--- config.mk ---
export PLATFORM = sky130hd
export DESIGN_NAME = omux_record_writer_flat
export DESIGN_NICKNAME = d
export VERILOG_FILES = /design/src/rtl/host_iface_pkg.sv /design/src/rtl/omux_record_writer_if.sv /design/src/rtl/omux_record_writer_sync_fifo.sv /design/src/rtl/omux_record_writer.sv /design/src/flat_wrapper.sv
export SDC_FILE = /design/constraint.sdc
export NUM_CORES = 1
export LEC_CHECK = 0
export CAP_MARGIN = 5
export CORE_ASPECT_RATIO = 0.75
export CORE_MARGIN = 4
export CORE_UTILIZATION = 50
export CTS_BUF_LIST = sky130_fd_sc_hd__clkbuf_16
export CTS_CLUSTER_SIZE = 28
export DETAILED_ROUTE_END_ITERATION = 8
export MAX_ROUTING_LAYER = met4
export PLACE_DENSITY_LB_ADDON = 0.05
export SKIP_CTS_REPAIR_TIMING = 1
export SLEW_MARGIN = 20
export SYNTH_ARGS = -nofsm -noshare
export SYNTH_HDL_FRONTEND = slang
export SYNTH_HIERARCHICAL = 1
export SYNTH_SLANG_ARGS = --single-unit
--- constraint.sdc ---
create_clock -name clk_i -period 7.3 [get_ports clk_i]
set_input_delay 0.73 -clock clk_i [delete_from_list [all_inputs] [get_ports clk_i]]
set_output_delay 0.73 -clock clk_i [all_outputs]
set_load 0.02 [all_outputs]
--- src/rtl/host_iface_pkg.sv ---
// host_iface_pkg: shared constants for multiplexer clients of host_iface.
package host_iface_pkg;
  localparam int REC_BYTES_DEF = 6;
  localparam int LOST_CNT_W = 16;
  localparam bit MSB_FIRST = 1'b1;
endpackage

--- src/rtl/omux_record_writer_if.sv ---
// omux_record_writer_if: request/select/data slot between a client and the output multiplexer.
interface omux_record_writer_if;
  logic req;
  logic sel;
  logic [7:0] data;
  modport master (output req, output data, input sel);
  modport slave (input req, input data, output sel);
endinterface

--- src/rtl/omux_record_writer_sync_fifo.sv ---
// sync_fifo: single-clock FIFO with combinational head read and an extra fill bit for full/empty.
module sync_fifo #(
  parameter int WIDTH = 8,
  parameter int DEPTH = 16
) (
  input  logic                     clk_i,
  input  logic                     reset_ni,
  input  logic                     push,
  input  logic                     pop,
  input  logic [WIDTH-1:0]         wdata,
  output logic [WIDTH-1:0]         rdata,
  output logic [$clog2(DEPTH):0]   fill,
  output logic                     full,
  output logic                     empty
);
  localparam int AW = $clog2(DEPTH);
  logic [WIDTH-1:0] mem [DEPTH];
  logic [AW-1:0] wp, rp;
  logic do_push, do_pop;
  assign full = fill == (AW+1)'(DEPTH);
  assign empty = fill == '0;
  assign do_push = push && !full;
  assign do_pop = pop && !empty;
  assign rdata = mem[rp];
  always_ff @(posedge clk_i or negedge reset_ni) begin
    if (!reset_ni) begin
      wp <= '0;
      rp <= '0;
      fill <= '0;
    end else begin
      if (do_push) wp <= wp + AW'(1);
      if (do_pop) rp <= rp + AW'(1);
      fill <= fill + (AW+1)'(do_push) - (AW+1)'(do_pop);
    end
  end
  // Storage is deliberately unreset; pointers alone define contents.
  always_ff @(posedge clk_i) begin
    if (do_push) mem[wp] <= wdata;
  end
endmodule

--- src/rtl/omux_record_writer.sv ---
// omux_record_writer: buffers fixed-width records and streams them byte-wise into one output multiplexer slot.
module omux_record_writer
  import host_iface_pkg::*;
#(
  parameter int REC_BYTES  = REC_BYTES_DEF,
  parameter int DEPTH      = 16,
  parameter int BURST_RECS = 8
) (
  input  logic                   clk_i,
  input  logic                   reset_ni,
  input  logic [REC_BYTES*8-1:0] rec_i,
  input  logic                   rec_valid_i,
  omux_record_writer_if.master   omux,
  output logic [$clog2(DEPTH):0] fill_o,
  output logic                   full_o,
  output logic [LOST_CNT_W-1:0]  lost_count_o,
  input  logic                   lost_clr_i
);
  localparam int IW = REC_BYTES > 1 ? $clog2(REC_BYTES) : 1;
  localparam int BW = BURST_RECS > 0 ? $clog2(BURST_RECS + 1) : 1;
  localparam logic [IW-1:0] ILAST = IW'(REC_BYTES - 1);
  localparam logic [BW-1:0] BLAST = BW'(BURST_RECS > 0 ? BURST_RECS - 1 : 0);
  logic [REC_BYTES*8-1:0] head, shifted;
  logic [IW-1:0] idx, pos;
  logic [BW-1:0] burst_cnt;
  logic yield_q, empty, consume, last, pop, hit;
  sync_fifo #(.WIDTH(REC_BYTES*8), .DEPTH(DEPTH)) u_fifo (
    .clk_i    (clk_i),
    .reset_ni (reset_ni),
    .push     (rec_valid_i),
    .pop      (pop),
    .wdata    (rec_i),
    .rdata    (head),
    .fill     (fill_o),
    .full     (full_o),
    .empty    (empty)
  );
  assign omux.req = !empty && !yield_q;
  assign consume = omux.sel && omux.req;
  assign last = idx == ILAST;
  assign pop = consume && last;
  assign hit = pop && BURST_RECS != 0 && burst_cnt == BLAST;
  assign pos = MSB_FIRST ? ILAST - idx : idx;
  assign shifted = head >> {pos, 3'b000};
  // Gated so the data bus reads 0 whenever nothing is offered, including in reset.
  assign omux.data = omux.req ? shifted[7:0] : 8'h00;
  always_ff @(posedge clk_i or negedge reset_ni) begin
    if (!reset_ni) begin
      idx <= '0;
      burst_cnt <= '0;
      yield_q <= 1'b0;
      lost_count_o <= '0;
    end else begin
      if (consume) idx <= last ? '0 : idx + IW'(1);
      burst_cnt <= !omux.req || hit ? '0 : pop ? burst_cnt + BW'(1) : burst_cnt;
      // A select seen while yielding is the multiplexer's release cycle.
      yield_q <= hit || (yield_q && !empty && !omux.sel);
      lost_count_o <= lost_clr_i ? '0 :
                      rec_valid_i && full_o && lost_count_o != '1 ? lost_count_o + LOST_CNT_W'(1) :
                      lost_count_o;
    end
  end
endmodule

--- src/flat_wrapper.sv ---
// flat-port wrapper written by rule: the top's interface ports become plain ports
module omux_record_writer_flat import host_iface_pkg::*;
#(
  parameter int REC_BYTES  = REC_BYTES_DEF,
  parameter int DEPTH      = 16,
  parameter int BURST_RECS = 8
)
  (clk_i, reset_ni, rec_i, rec_valid_i, fill_o, full_o, lost_count_o, lost_clr_i, omux_req, omux_data, omux_sel);
  omux_record_writer_if omux_i ();
  input  logic clk_i;
  input  logic reset_ni;
  input  logic [REC_BYTES*8-1:0] rec_i;
  input  logic rec_valid_i;
  output logic [$clog2(DEPTH):0] fill_o;
  output logic full_o;
  output logic [LOST_CNT_W-1:0] lost_count_o;
  input  logic lost_clr_i;
  output wire logic [$bits(omux_i.req)-1:0] omux_req;
  output wire logic [$bits(omux_i.data)-1:0] omux_data;
  input wire logic [$bits(omux_i.sel)-1:0] omux_sel;
  assign omux_req = omux_i.req;
  assign omux_data = omux_i.data;
  assign omux_i.sel = omux_sel;
  omux_record_writer #(.REC_BYTES(REC_BYTES), .DEPTH(DEPTH), .BURST_RECS(BURST_RECS)) u_core (.clk_i(clk_i), .reset_ni(reset_ni), .rec_i(rec_i), .rec_valid_i(rec_valid_i), .omux(omux_i), .fill_o(fill_o), .full_o(full_o), .lost_count_o(lost_count_o), .lost_clr_i(lost_clr_i));
endmodule
==> out/metrics.csv <==
stage,metric,value,unit
worst_setup_path,WS Path Type,register to output port,
worst_setup_path,Worst R2R Start,u_core/u_fifo/fill[2],
layout,fill cell count,4723,
timing,RSZ-0062 raised after global routing,no,
grt,initial antenna violation count,5,
drt,Detailed Routing Iterations Pass 1,5,
flow_run,MaxCap Viol Count,0,
power,internal power,9.87,mW
worst_setup_path,largest fanout on the critical path,43,
timing,Worst Tran Pin Value,1.12,ns
worst_setup_path,CP bufs+invs,3,
grt,GRT Residual Overflow,0,
drt,starting DRC count in detailed routing,1334,
layout,nets@finish,1820,
drt,WL/cell,28.2,um
drt,Routed Antenna Nets,0,
drt,DRC,0,
power,Peak supply drop,0.345,mV
floorplan,# IOs,84,
floorplan,core outline area,0.0626,sq mm
worst_setup_path,Critical Path Slowest Stage Cell,nor2b_4,
drt,via count,16400,
clock_tree,Num CTS Buffers,78,
floorplan,die area,0.0678,sq mm
worst_setup_path,reg2reg end,u_core/u_fifo/mem[14][33],
layout,layout overhead on the synthesized area,14.1,%
worst_setup_path,crit-path max cell delay,0.88,ns
clock_tree,clk buf depth,3,
grt,first-pass GRT wire length,110000,um
timing,Rel. slew slack,25.6,%
timing,max-slew violation count,0,
synth,sequential area share after synthesis,75.3,%
drt,drt total wl,75200,um
floorplan,FP Rows,79,
power,Comb power frac,30.4,%
synth,Synth cell types,51,
power,Sw Share,31.8,%
synth,largest area contributor in the netlist,edfxtp_1,
timing,fin crit share,77.5,%
floorplan,starting density of the core,50.9,%
synth,net count after synthesis,1717,
grt,gr usage total,23.0,%
power,total power,14.5,mW
place,final RePlAce weighted congestion,0.753,
min_path,Hold WC Path Type,primary input to async pin,
floorplan,Chip Width,299,um
synth,"top cells by area, synth","edfxtp_1 (72%), mux4_2 (7.4%), mux2i_1 (6.1%), dfrtp_1 (2.9%), a221oi_1 (2.4%)",
layout,layout cells sized above 1,16.6,%
synth,Async SR Flop Fraction,4.60,%
timing,max frequency,177,MHz
worst_setup_path,"delay-heaviest family, CP",buffers and inverters,
power,Net Switching,4.60,mW
worst_setup_path,worst reg-to-reg setup slack,3.57,ns
synth,"Top FF cell, synth",edfxtp_1,
worst_setup_path,nature of the critical path endpoint,output port,
synth,mean area per synthesized cell,19.3,sq um
drt,Avg Vias per Cell,6.13,
worst_setup_path,Critical Path AT,4.93,ns
grt,largest net degree at the start of global routing,60,
synth,yosys warns,6,
timing,final hold vios,0,
power,Reg power frac,40.4,%
synth,top-area cell type share of the netlist area,72.4,%
clock_tree,clock root buffer,clkbuf_16,
timing,Final setup violation count,0,
timing,Post-Route Skew,0.0125,ns
place,# port buffers,83,
clock_tree,clk slew on worst S/H paths,0.06,ns
worst_setup_path,Crit. path cell count,10,
grt,vias in the first global route,16100,
power,P_leak,12.1,nW
worst_setup_path,Reg2Reg Depth,7,
timing,time the worst path needs with I/O delays and setup,5.66,ns
clock_tree,Num Clock Sinks,805,
synth,"FF+latch count, synth",805,
power,clock network fraction of total power,29.2,%
clock_tree,TritonCTS clock tree,built,
synth,synthesized instance count,1648,
floorplan,die height,227,um
clock_tree,Clock Latency Late Sink,0.62,ns
worst_setup_path,CP startpoint kind,register,
worst_setup_path,"Critical Path, Cell by Cell",nor2b_4 -> buf_4 -> buf_4 -> a221oi_1 -> a22oi_1 -> nand2_1 -> mux2_2 -> a22oi_1 -> nor2_1 -> clkdlybuf4s50_1,
clock_tree,H-Tree Depth,3,
synth,Netlist Area Pre-Place,0.0318,sq mm
power,pwr/cell area,398,mW/mm^2
place,HPWL after DPL,39900,um
timing,setup tns final,0,ns
synth,number of synthesized flops with an enable pin,768,
worst_setup_path,worst path required time,6.57,ns
status,status,completed,
==> cell usage after synthesis, types with 10 or more instances <==
cell	n
and2_1	10
edfxtp_1	768
ha_1	15
nand2_1	62
inv_1	16
buf_2	29
a21oi_1	20
mux4_2	104
a221oi_2	10
dfrtp_1	37
o31ai_1	10
or4_1	10
buf_4	17
nor2_1	25
a221oi_1	86
mux2i_1	193
clkbuf_1	43
a22oi_1	56
o21ai_0	52
==> logic make-up (layout without fill, tap and decap cells) <==
kind of cell | Yosys count | after routing | synth area share (%)
AOI/OAI and AO/OA | 242 | 242 | 5.70
xor gates and xnor gates | 13 | 13 | 0.358
adders and majority gates | 16 | 16 | 0.652
buffers and inverters | 114 | 280 | 1.82
DFF | 805 | 805 | 75.3
muxes | 306 | 306 | 13.7
other | 0 | 3 | 0
and+or+nand+nor | 152 | 152 | 2.41
==> final cells by class <==
type | count | area [sq um] | share of cell area, %
clock inverter | 63 | 689 | 1.90
tap | 850 | 1060 | 2.93
multi-input combinational | 729 | 7360 | 20.3
clock buffer | 80 | 2000 | 5.51
timing repair buffer | 119 | 1150 | 3.15
antenna | 3 | 7.51 | 0.0207
sequential | 805 | 24000 | 66.0
inverter | 18 | 67.6 | 0.186
==> cells in the final DEF (no fill, tap or decap), types with 15 or more instances in the layout <==
cell type        instances
edfxtp_1               768
mux2i_1                193
mux4_2                 104
a221oi_1                86
clkdlybuf4s50_1         82
clkbuf_16               80
nand2_1                 62
a22oi_1                 56
o21ai_0                 52
dfrtp_1                 33
buf_4                   32
inv_1                   26
nor2_1                  21
clkinv_1                20
a21oi_1                 20
bufinv_16               15
ha_1                    15
==> registers in the layout (all words and copies together) (netlist names) <==
register	flops
u_core/burst_cnt	4
u_core/idx	3
u_core/lost_count_o	16
u_core/u_fifo/fill	5
u_core/u_fifo/mem	768
u_core/u_fifo/rp	4
u_core/u_fifo/wp	4
u_core/yield_q	1
==> per-stage QoR <==
step	area (sq um)	utilization [%]	hold WS, ns	cells	setup slack, ns
after floorplan	31800	-	0.434	1648	0.768
after detailed placement	33600	53.8	0.533	2521	2.32
final	36300	58.1	0.241	2667	1.64
after CTS	36300	58.1	0.243	2664	1.64
after global placement	33600	53.8	0.520	2521	2.37
after global routing	36300	58.1	0.293	2667	1.42
==> worst max path at each step <==
stage	slack, ns	start	end
floorplan	0.77	u_core/u_fifo/fill[2]	u_core/u_fifo/mem[0][0]
global placement	2.37	u_core/u_fifo/rp[1]	omux_data[5]
detailed placement	2.32	u_core/u_fifo/rp[1]	omux_data[5]
CTS	1.64	u_core/u_fifo/rp[1]	omux_data[5]
global route	1.42	u_core/u_fifo/rp[1]	omux_data[2]
finish	1.64	u_core/u_fifo/rp[1]	omux_data[2]
==> metal layers <==
metal / share of wire, % / track usage, % / vias to the layer above
met5: 0 / - / -
met4: 1.7 / 5.45 / 0
met3: 7.3 / 4.75 / 96
met2: 44 / 32.6 / 546
met1: 47 / 34.8 / 8666
li1: - / - / 7050
==> power groups by stage <==
stage | sequential, mW | clock (mW) | combinational, mW
finish | 5.85 | 4.22 | 4.40
detailed placement | 5.95 | 0 | 4.41
floorplan | 5.78 | 0 | 2.99
global route | 5.89 | 4.52 | 4.71
global placement | 5.93 | 0 | 4.37
CTS | 5.85 | 4.32 | 4.42
Power figures use the tool's default switching activity.
